File: config.mk
export PLATFORM = sky130hd
export DESIGN_NAME = if_id_pipe_buf_flat
export DESIGN_NICKNAME = d
export VERILOG_FILES = /design/src/rtl/if_id_pipe_buf_pkg.sv /design/src/rtl/if_id_pipe_buf_if.sv /design/src/rtl/if_id_pipe_buf_skid_slot.sv /design/src/rtl/if_id_pipe_buf.sv /design/src/flat_wrapper.sv
export SDC_FILE = /design/constraint.sdc
export NUM_CORES = 1
export LEC_CHECK = 0
export ABC_AREA = 1
export ABC_CLOCK_PERIOD_IN_PS = 2100
export BUFFER_PORTS_ARGS = -buffer_cell sky130_fd_sc_hd__buf_2
export CAP_MARGIN = 10
export CELL_PAD_IN_SITES_DETAIL_PLACEMENT = 1
export CELL_PAD_IN_SITES_GLOBAL_PLACEMENT = 1
export CORE_ASPECT_RATIO = 0.6
export CORE_UTILIZATION = 43
export CTS_CLUSTER_SIZE = 25
export DETAILED_ROUTE_END_ITERATION = 8
export PLACE_DENSITY_LB_ADDON = 0.15
export SLEW_MARGIN = 5
export SYNTH_ARGS = -nofsm -noshare
export SYNTH_HDL_FRONTEND = slang
export SYNTH_SLANG_ARGS = --single-unit
File: constraint.sdc
create_clock -name clk -period 2.1 [get_ports clk]
set_input_delay 0.105 -clock clk [delete_from_list [all_inputs] [get_ports clk]]
set_output_delay 0.105 -clock clk [all_outputs]
set_load 0.01 [all_outputs]
File: src/rtl/if_id_pipe_buf_pkg.sv
// Shared definitions for the in-order pipeline stage buffers.
// IF/ID, ID/EX and later boundary registers reuse these widths and types.
package riscv_pipe_pkg;

  // Default datapath widths shared by all stage buffers.
  localparam int DEF_INS_W = 32;
  localparam int DEF_PC_W  = 64;

  // addi x0,x0,0: the bubble presented to decode whenever a slot is empty.
  localparam logic [DEF_INS_W-1:0] NOP_INSN = 32'h0000_0013;

  // One fetched beat as it travels from fetch to decode.
  typedef struct packed {
    logic [DEF_INS_W-1:0] ins;
    logic [DEF_PC_W-1:0]  pc;
  } if_id_payload_t;

  // Buffer occupancy: nothing, main slot only, main plus skid slot.
  typedef enum logic [1:0] {
    OCC_EMPTY = 2'd0,
    OCC_ONE   = 2'd1,
    OCC_TWO   = 2'd2
  } if_id_occ_e;

endpackage

File: src/rtl/if_id_pipe_buf_if.sv
// Fetch-side handshake and decode-side beat bundle of the IF/ID buffer.
// master: the fetch/decode environment; slave: the buffer itself.
interface if_id_pipe_buf_if #(
  parameter int INS_W = riscv_pipe_pkg::DEF_INS_W,
  parameter int PC_W  = riscv_pipe_pkg::DEF_PC_W
);

  // Fetch side
  logic             in_valid;
  logic             in_ready;
  logic [INS_W-1:0] in_ins;
  logic [PC_W-1:0]  in_pc;

  // Decode side
  logic             out_valid;
  logic [INS_W-1:0] out_ins;
  logic [PC_W-1:0]  out_pc;

  modport master (
    output in_valid,
    output in_ins,
    output in_pc,
    input  in_ready,
    input  out_valid,
    input  out_ins,
    input  out_pc
  );

  modport slave (
    input  in_valid,
    input  in_ins,
    input  in_pc,
    output in_ready,
    output out_valid,
    output out_ins,
    output out_pc
  );

endinterface

File: src/rtl/if_id_pipe_buf_skid_slot.sv
// One payload register (instruction + PC) with its valid bit.
// clear beats load so a flush always wins; an empty slot holds the
// NOP/zero pattern, letting the owner drive outputs straight from flops.
module if_id_skid_slot #(
  parameter int               INS_W     = 32,
  parameter int               PC_W      = 64,
  parameter logic [INS_W-1:0] EMPTY_INS = 32'h0000_0013
) (
  input  logic             clk,
  input  logic             reset_n,
  input  logic             load,
  input  logic             clear,
  input  logic [INS_W-1:0] d_ins,
  input  logic [PC_W-1:0]  d_pc,
  output logic             valid_reg,
  output logic [INS_W-1:0] ins_reg,
  output logic [PC_W-1:0]  pc_reg
);

  // Slot contents: clear to the empty pattern, load a beat, otherwise hold.
  always_ff @(posedge clk or negedge reset_n) begin
    if (!reset_n) begin
      valid_reg <= 1'b0;
      ins_reg   <= EMPTY_INS;
      pc_reg    <= '0;
    end else if (clear) begin
      valid_reg <= 1'b0;
      ins_reg   <= EMPTY_INS;
      pc_reg    <= '0;
    end else if (load) begin
      valid_reg <= 1'b1;
      ins_reg   <= d_ins;
      pc_reg    <= d_pc;
    end
  end

endmodule

File: src/rtl/if_id_pipe_buf.sv
// IF/ID boundary register with a valid/ready handshake toward fetch,
// a two-entry (main + skid) buffer and flush-to-NOP.
// Optional build macro IF_ID_STALL_CNT_EN adds the 32-bit stall_cnt output
// counting cycles where decode holds a valid beat while stalled.
module if_id_pipe_buf #(
  parameter int               INS_W    = riscv_pipe_pkg::DEF_INS_W,
  parameter int               PC_W     = riscv_pipe_pkg::DEF_PC_W,
  parameter logic [INS_W-1:0] NOP_INSN = riscv_pipe_pkg::NOP_INSN
) (
  input  logic            clk,
  input  logic            reset_n,
  input  logic            flush,
  input  logic            stall,
  if_id_pipe_buf_if.slave bus
`ifdef IF_ID_STALL_CNT_EN
  ,
  output logic [31:0]     stall_cnt
`endif
);

  riscv_pipe_pkg::if_id_occ_e state_reg, state_next;

  logic             in_ready_reg, in_ready_next;
  logic             accept, drain;
  logic             main_load, main_clear;
  logic             skid_load, skid_clear;
  logic             main_valid, skid_valid;
  logic [INS_W-1:0] main_ins, skid_ins, main_d_ins;
  logic [PC_W-1:0]  main_pc, skid_pc, main_d_pc;

  // in_ready is a flop, so accept never depends combinationally on stall.
  assign accept = bus.in_valid && in_ready_reg;
  assign drain  = main_valid && !stall;

  // The skid beat is older than anything arriving now, so it refills main first.
  assign main_d_ins = skid_valid ? skid_ins : bus.in_ins;
  assign main_d_pc  = skid_valid ? skid_pc  : bus.in_pc;

  // Occupancy register plus the registered ready toward fetch.
  always_ff @(posedge clk or negedge reset_n) begin
    if (!reset_n) begin
      state_reg    <= riscv_pipe_pkg::OCC_EMPTY;
      in_ready_reg <= 1'b1;
    end else begin
      state_reg    <= state_next;
      in_ready_reg <= in_ready_next;
    end
  end

  // Next occupancy and slot load/clear strobes; flush overrides everything.
  always_comb begin
    state_next = state_reg;
    main_load  = 1'b0;
    main_clear = 1'b0;
    skid_load  = 1'b0;
    skid_clear = 1'b0;
    if (flush) begin
      state_next = riscv_pipe_pkg::OCC_EMPTY;
      main_clear = 1'b1;
      skid_clear = 1'b1;
    end else begin
      case (state_reg)
        riscv_pipe_pkg::OCC_EMPTY: begin
          if (accept) begin
            main_load  = 1'b1;
            state_next = riscv_pipe_pkg::OCC_ONE;
          end
        end
        riscv_pipe_pkg::OCC_ONE: begin
          if (drain) begin
            if (accept) begin
              // Back-to-back reload keeps full throughput.
              main_load = 1'b1;
            end else begin
              main_clear = 1'b1;
              state_next = riscv_pipe_pkg::OCC_EMPTY;
            end
          end else if (accept) begin
            // Decode is holding: park the in-flight beat in the skid slot.
            skid_load  = 1'b1;
            state_next = riscv_pipe_pkg::OCC_TWO;
          end
        end
        riscv_pipe_pkg::OCC_TWO: begin
          // in_ready is low here, so no accept can coincide.
          if (drain) begin
            main_load  = 1'b1;
            skid_clear = 1'b1;
            state_next = riscv_pipe_pkg::OCC_ONE;
          end
        end
        default: begin
          state_next = riscv_pipe_pkg::OCC_EMPTY;
          main_clear = 1'b1;
          skid_clear = 1'b1;
        end
      endcase
    end
    // Ready whenever the skid slot will be free after this edge.
    in_ready_next = (state_next != riscv_pipe_pkg::OCC_TWO);
  end

  if_id_skid_slot #(
    .INS_W     (INS_W),
    .PC_W      (PC_W),
    .EMPTY_INS (NOP_INSN)
  ) u_main_slot (
    .clk       (clk),
    .reset_n   (reset_n),
    .load      (main_load),
    .clear     (main_clear),
    .d_ins     (main_d_ins),
    .d_pc      (main_d_pc),
    .valid_reg (main_valid),
    .ins_reg   (main_ins),
    .pc_reg    (main_pc)
  );

  if_id_skid_slot #(
    .INS_W     (INS_W),
    .PC_W      (PC_W),
    .EMPTY_INS (NOP_INSN)
  ) u_skid_slot (
    .clk       (clk),
    .reset_n   (reset_n),
    .load      (skid_load),
    .clear     (skid_clear),
    .d_ins     (bus.in_ins),
    .d_pc      (bus.in_pc),
    .valid_reg (skid_valid),
    .ins_reg   (skid_ins),
    .pc_reg    (skid_pc)
  );

  // Main slot feeds decode directly; it already holds NOP/0 when empty.
  assign bus.out_valid = main_valid;
  assign bus.out_ins   = main_ins;
  assign bus.out_pc    = main_pc;
  assign bus.in_ready  = in_ready_reg;

`ifdef IF_ID_STALL_CNT_EN
  logic [31:0] stall_cnt_reg;

  // Count decode-stalled cycles with a valid beat held; wraps, survives flush.
  always_ff @(posedge clk or negedge reset_n) begin
    if (!reset_n) begin
      stall_cnt_reg <= '0;
    end else if (main_valid && stall) begin
      stall_cnt_reg <= stall_cnt_reg + 32'd1;
    end
  end

  assign stall_cnt = stall_cnt_reg;
`endif

endmodule

File: src/flat_wrapper.sv
// flat-port wrapper written by rule: the top's interface ports become plain ports
module if_id_pipe_buf_flat 
#(
  parameter int               INS_W    = riscv_pipe_pkg::DEF_INS_W,
  parameter int               PC_W     = riscv_pipe_pkg::DEF_PC_W,
  parameter logic [INS_W-1:0] NOP_INSN = riscv_pipe_pkg::NOP_INSN
)
  (clk, reset_n, flush, stall, bus_in_valid, bus_in_ins, bus_in_pc, bus_in_ready, bus_out_valid, bus_out_ins, bus_out_pc);
  if_id_pipe_buf_if #(.INS_W(INS_W), .PC_W(PC_W)) bus_i ();
  input  logic clk;
  input  logic reset_n;
  input  logic flush;
  input  logic stall;
  input wire logic [$bits(bus_i.in_valid)-1:0] bus_in_valid;
  input wire logic [$bits(bus_i.in_ins)-1:0] bus_in_ins;
  input wire logic [$bits(bus_i.in_pc)-1:0] bus_in_pc;
  output wire logic [$bits(bus_i.in_ready)-1:0] bus_in_ready;
  output wire logic [$bits(bus_i.out_valid)-1:0] bus_out_valid;
  output wire logic [$bits(bus_i.out_ins)-1:0] bus_out_ins;
  output wire logic [$bits(bus_i.out_pc)-1:0] bus_out_pc;
  assign bus_i.in_valid = bus_in_valid;
  assign bus_i.in_ins = bus_in_ins;
  assign bus_i.in_pc = bus_in_pc;
  assign bus_in_ready = bus_i.in_ready;
  assign bus_out_valid = bus_i.out_valid;
  assign bus_out_ins = bus_i.out_ins;
  assign bus_out_pc = bus_i.out_pc;
  if_id_pipe_buf #(.INS_W(INS_W), .PC_W(PC_W), .NOP_INSN(NOP_INSN)) u_core (.clk(clk), .reset_n(reset_n), .flush(flush), .stall(stall), .bus(bus_i));
endmodule
## Word-level counts from Yosys, hierarchy flattened

Index checks and enable logic that the tools add are counted.

- Register bits: 197
- Bits of input ports: 101
- Output and inout port bits: 98
- Word-level logic and storage cells: 54

- Equality and inequality tests: 3
- Muxes and demuxes: 35
- Reductions and logical operators: 8

Operator list:

| operator | number |
|---|---|
| 64-bit 2-to-1 mux | 5 |
| 32-bit 2-to-1 mux | 5 |
| 1-bit 2-to-1 mux | 15 |
| 2-bit 2-to-1 mux | 6 |
| 2-bit one-hot mux with 3 select lines | 1 |
| 1-bit one-hot mux with 2 select lines | 2 |
| 2-bit nonzero test | 2 |
| 2-bit OR reduction | 2 |
| 1-bit one-hot mux with 3 select lines | 1 |
| 2-bit by 1-bit equality test with 1-bit output (second input constant) | 1 |
| 2-bit equality test (second input constant) | 1 |
| 1-bit logical AND | 2 |
| 2-bit zero test | 1 |
| 2-bit != test (second input constant) | 1 |
| 1-bit zero test | 1 |

## Depth between registers and ports, before layout

- Depth in word-level cells: 7
- Gate-level depth with buffers: 9
- Gate-level depth less buffers: 8

## Hierarchy

Synthesis repeated with hierarchy kept, for this count alone.

- Cells, all modules: 984
- Area, all modules: 9302.7 µm²

By module, submodules not included:

| module | instances | cells an instance | area each (µm²) | seq. area each (µm²) |
|---|---|---|---|---|
| if_id_skid_slot | 2 | 420 | 3861.2 | 2431.1 |
| if_id_pipe_buf | 1 | 144 | 1580.3 | 76.3 |

## Worst setup path before layout

No wires, ideal clock.

- Path type: flip-flop to flip-flop
- From: register u_core.in_ready_reg (netlist: u_core.bus.in_ready)
- To: register u_core.u_skid_slot.ins_reg[22]
- Setup time: 0.116 ns
- Arrival: 1.394 ns
- Required time: 1.984 ns
- Slack: 0.589 ns
- Cell stages (with the launch flop): 8
- Buffers on the path: 2
- Clock period less this slack: 1.511 ns
- Cells stage by stage: dfstp_2 nand2_1 nor2_1 nand3_1 buf_2 buf_2 nand3_1 nand2_1

- Cells in the longest elaborated chain, start to end: 6

Ends and longest elaborated chain:

| what | line | source |
|---|---|---|
| from (decl) | if_id_pipe_buf.sv:23 | `logic in_ready_reg, in_ready_next;` |
| from (signal assigned) | if_id_pipe_buf.sv:46 | `in_ready_reg <= in_ready_next;` |
| 1-bit logical AND | if_id_pipe_buf.sv:32 | `assign accept = bus.in_valid && in_ready_reg;` |
| 1-bit 2-to-1 mux | if_id_pipe_buf.sv:78 | `end else if (accept) begin` |
| 1-bit 2-to-1 mux | if_id_pipe_buf.sv:70 | `if (drain) begin` |
| 1-bit 2-to-1 mux | if_id_pipe_buf.sv:62 | `case (state_reg)` |
| 1-bit 2-to-1 mux | if_id_pipe_buf.sv:57 | `if (flush) begin` |
| 2-bit nonzero test (no line) | - |  |
| to (signal assigned) | if_id_pipe_buf_skid_slot.sv:32 | `ins_reg <= d_ins;` |
| to (decl) | if_id_pipe_buf_skid_slot.sv:16 | `output logic [INS_W-1:0] ins_reg,` |

No other way between the ends.
A chain may end at the register's enable or synchronous reset.

## Final worst setup path

- From: register u_core.state_reg[0]
- To: register u_core.u_skid_slot.pc_reg[26]

- Cells in the longest elaborated chain, start to end: 5
- Elaborated cells between the ends (all ways): 10
- Those cells by class: eq/ne: 2; mux: 5; reduce/logical: 3

Ends and longest elaborated chain:

| what | line | source |
|---|---|---|
| from (decl) | if_id_pipe_buf.sv:21 | `riscv_pipe_pkg::if_id_occ_e state_reg, state_next;` |
| from (signal assigned) | if_id_pipe_buf.sv:42 | `state_reg <= riscv_pipe_pkg::OCC_EMPTY;` |
| from (signal assigned) | if_id_pipe_buf.sv:45 | `state_reg <= state_next;` |
| 2-bit by 1-bit equality test with 1-bit output / 2-bit zero test (equally long branches) | if_id_pipe_buf.sv:62 |  |
| 2-bit OR reduction (no line) | - |  |
| 1-bit one-hot mux with 2 select lines | if_id_pipe_buf.sv:62 |  |
| 1-bit 2-to-1 mux | if_id_pipe_buf.sv:57 |  |
| 64-bit 2-to-1 mux / 2-bit nonzero test (equally long branches) | - |  |
| to (signal assigned) | if_id_pipe_buf_skid_slot.sv:33 | `pc_reg <= d_pc;` |
| to (decl) | if_id_pipe_buf_skid_slot.sv:17 | `output logic [PC_W-1:0] pc_reg` |

Parallel ways exist; a longest one is shown, timed or not.

==> out/results.tsv <==
stage	metric	value	unit
outcome	status	finished, final reports clean	
power_and_ir_drop	Leak	6.46	nW
hold_path	hold path startpoint	bus_in_pc[14]	
yosys	Synth Net Count	1244	
yosys	FF+latch count, synth	197	
layout	post-route cell area	0.0121	mm²
placement	gp weighted congestion	0.813	
yosys	Post-Syn Instances	1143	
timing	Relative slew margins	53.8	%
floorplan	die area	0.0222	mm²
hold_path	Hold WC Path Type	primary input to register	
clock_tree	clock-pin slew on the worst setup and hold paths	80	ps
clock_tree	CTS max path bufs	2	
route	Routed WL per cell	19.0	µm
timing	setup_tns	0	ps
run	max_cap viols	0	
power_and_ir_drop	switching power	2.84	mW
power_and_ir_drop	PwrDens	765	mW/mm²
global_route	largest net degree at the start of global routing	95	
route	DRC viols	0	
timing	slew of the pin with the lowest slew margin	693	ps
power_and_ir_drop	Clock power frac	34.6	%
placement	HPWL after DPL	18.6	mm
route	Vias per Instance	5.51	
setup_path	crit-path max cell delay	480	ps
setup_path	Setup crit end kind	register	
power_and_ir_drop	power share of the combinational group	19.3	%
timing	Clock Skew	10.8	ps
global_route	initial antenna violation count	1	
route	vias after detailed routing	9234	
floorplan	die width	192	µm
yosys	synth warn	0	
route	DRT Wirelength	31.7	mm
floorplan	row count	41	
timing	Hold Violations, Final	0	
setup_path	Worst Path Max Fanout	27	
floorplan	Die Y	116	µm
setup_path	CP arrival	2180	ps
clock_tree	TritonCTS clock tree	done	
clock_tree	Worst-Skew Late Latency	440	ps
power_and_ir_drop	Flop pwr share	46.1	%
power_and_ir_drop	cell internal pwr	6.42	mW
timing	final worst setup slack	210	ps
global_route	vias in the first global route	9500	
setup_path	Worst EP required	2390	ps
placement	I/O Buffers	198	
clock_tree	Resize count post-CTS	0	
layout	Util after Layout	57.4	%
setup_path	reg2reg start	u_core.state_reg[0]	
layout	share of layout cells above drive strength 1	20.2	%
route	initial detailed-routing violation count	553	
timing	post-route clock period utilization	90.0	%
layout	fin nets	1482	
global_route	global-route usage over all layers	29.6	%
setup_path	Worst Setup SP	u_core.state_reg[0]	
timing	Finish-stage setup viols	0	
yosys	Post-Syn Area	0.00930	mm²
clock_tree	CTS sink cnt	197	
setup_path	slowest CP cell	dfrtp_1	
route	post-route ant nets	0	
setup_path	worst-path cell chain	nor2_2, nand2_1, nand2_2, clkinv_2, buf_12, nand3_1, o21ai_0	
clock_tree	H-tree depth	4	
setup_path	kind of critical path	register to register	
global_route	first-pass GRT wire length	51.1	mm
timing	Slew Viols, Final	0	
clock_tree	Clk Tree Root Cell	clkbuf_16	
power_and_ir_drop	switch share	30.7	%
floorplan	Core ar.	0.0211	mm²
power_and_ir_drop	Peak VDD IR	0.000553	V
placement	pre-CTS WS	231	ps
floorplan	initial core utilization	44.1	%
floorplan	num ports	199	
timing	Fmax	0.529	GHz
yosys	library cells used by synthesis	23	
clock_tree	TritonCTS Buffers	17	
timing	Tmin final	1890	ps
placement	Placement Cell Area	0.0106	mm²
global_route	grt ovf	0	
timing	unrepaired setup endpoints after global routing	no	
setup_path	CP startpoint kind	register	
route	First-pass DRT Iterations	5	
yosys	Mapped Avg Cell Area	8.14	µm²
layout	Layout area overhead	30.1	%
yosys	register area share after synthesis	53.1	%
## cell usage after synthesis, drive strengths merged
cell type | instances | share of area, %
nand3 | 199 | 11
or2 | 3 | 0.20
buf | 66 | 3.9
dfrtp | 190 | 51
clkbuf | 35 | 1.4
dfstp | 7 | 2.0
clkinv | 1 | 0.040
a21boi | 1 | 0.081
nor2 | 6 | 0.43
a21oi | 7 | 0.50
nand2 | 348 | 14
o21ai | 119 | 6.4
inv | 68 | 2.7
nand4 | 93 | 6.3
## kinds of logic (layout without fill, tap and decap cells)
logic type             Yosys count  count (layout)  synth area share (%)
and+or+nand+nor                649             649                  31.8
DFF                            197             197                  53.1
buffers and inverters          170             421                  8.11
AOI/OAI and AO/OA              127             127                  6.98
other                            0               2                     0
## cells in the final DEF (no fill, tap or decap)
master           n
nand2_1        342
nand3_1        198
buf_2          197
dfrtp_1        189
o21ai_0        117
dlygate4sd3_1   96
nand4_1         93
inv_1           64
clkbuf_16       17
buf_12          15
buf_4           11
dfstp_2          7
a21oi_1          6
clkinv_2         6
clkinvlp_4       5
nor2_1           3
nand2_2          3
nand2_4          3
or2_2            3
clkbuf_8         3
diode_2          2
inv_2            2
nor2_4           2
o21ai_1          2
nand3_4          1
nor2_2           1
a21oi_4          1
clkinv_1         1
a21boi_1         1
bufinv_16        1
clkinv_4         1
inv_6            1
clkbuf_1         1
dfrtp_4          1
## repair_timing
| item | 4_1_cts | 5_1_grt |
|---|---|---|
| hold buffers | 96 | 0 |
| hold endpoints to repair | 140 | 0 |
| buffers inserted | 0 | 0 |
## critical path: cells and delay by family, from the launching register on
family                 cells  cell delay [ps]
AOI/OAI and AO/OA          1              110
and+or+nand+nor            4              530
DFF                        1              480
buffers and inverters      2              620
## power by group through the flow
stage | clock network, mW | logic [mW] | registers [mW]
6_report | 3.21 | 1.78 | 4.27
3_3_place_gp | 0 | 1.60 | 4.32
3_5_place_dp | 0 | 1.62 | 4.33
2_1_floorplan | 0 | 0.827 | 4.37
5_1_grt | 3.40 | 1.96 | 4.30
4_1_cts | 3.26 | 1.78 | 4.26
## path summary, 6_finish.rpt
check,end,slack [ps],depth (start not counted)
hold / removal,u_core.u_skid_slot.pc_reg[14],30,3
setup / recovery,u_core.u_skid_slot.pc_reg[26],210,7
max in group asynchronous,u_core.u_skid_slot.ins_reg[4],1140,3
min in group asynchronous,u_core.u_skid_slot.pc_reg[19],200,2
setup reg to reg,u_core.u_skid_slot.pc_reg[26],210,7
hold reg to reg,u_core.u_skid_slot.ins_reg[1],480,2
## stage by stage
stage | power (mW) | hold WS [ps] | instances
after global routing | 9.65 | 35.5 | 1674
after detailed placement | 5.95 | 89.2 | 1545
final | 9.26 | 31.7 | 1675
after CTS | 9.29 | 6.76 | 1673
after floorplan | 5.20 | -191 | 1143
after global placement | 5.92 | 88.5 | 1545
## routing by layer
| metal | vias up | wire length [µm] | GRT usage (%) |
|---|---|---|---|
| met5 | - | 0 | 0 |
| met4 | 0 | 520 | 8.89 |
| met3 | 38 | 1770 | 5.36 |
| met2 | 266 | 14600 | 46.9 |
| met1 | 4636 | 14800 | 41.7 |
| li1 | 4294 | - | - |
## area by class of cell
class | count | area (µm²)
Antenna cell | 2 | 5.00
Inverter | 69 | 262
Clock inverter | 12 | 105
Timing Repair Buffer | 320 | 2340
Fill cell | 2591 | 8990
Multi-Input combinational cell | 776 | 3630
Clock buffer | 20 | 457
Sequential cell | 197 | 4940
Tap cell | 279 | 349
Note: power is estimated with default switching activity, not from simulation.
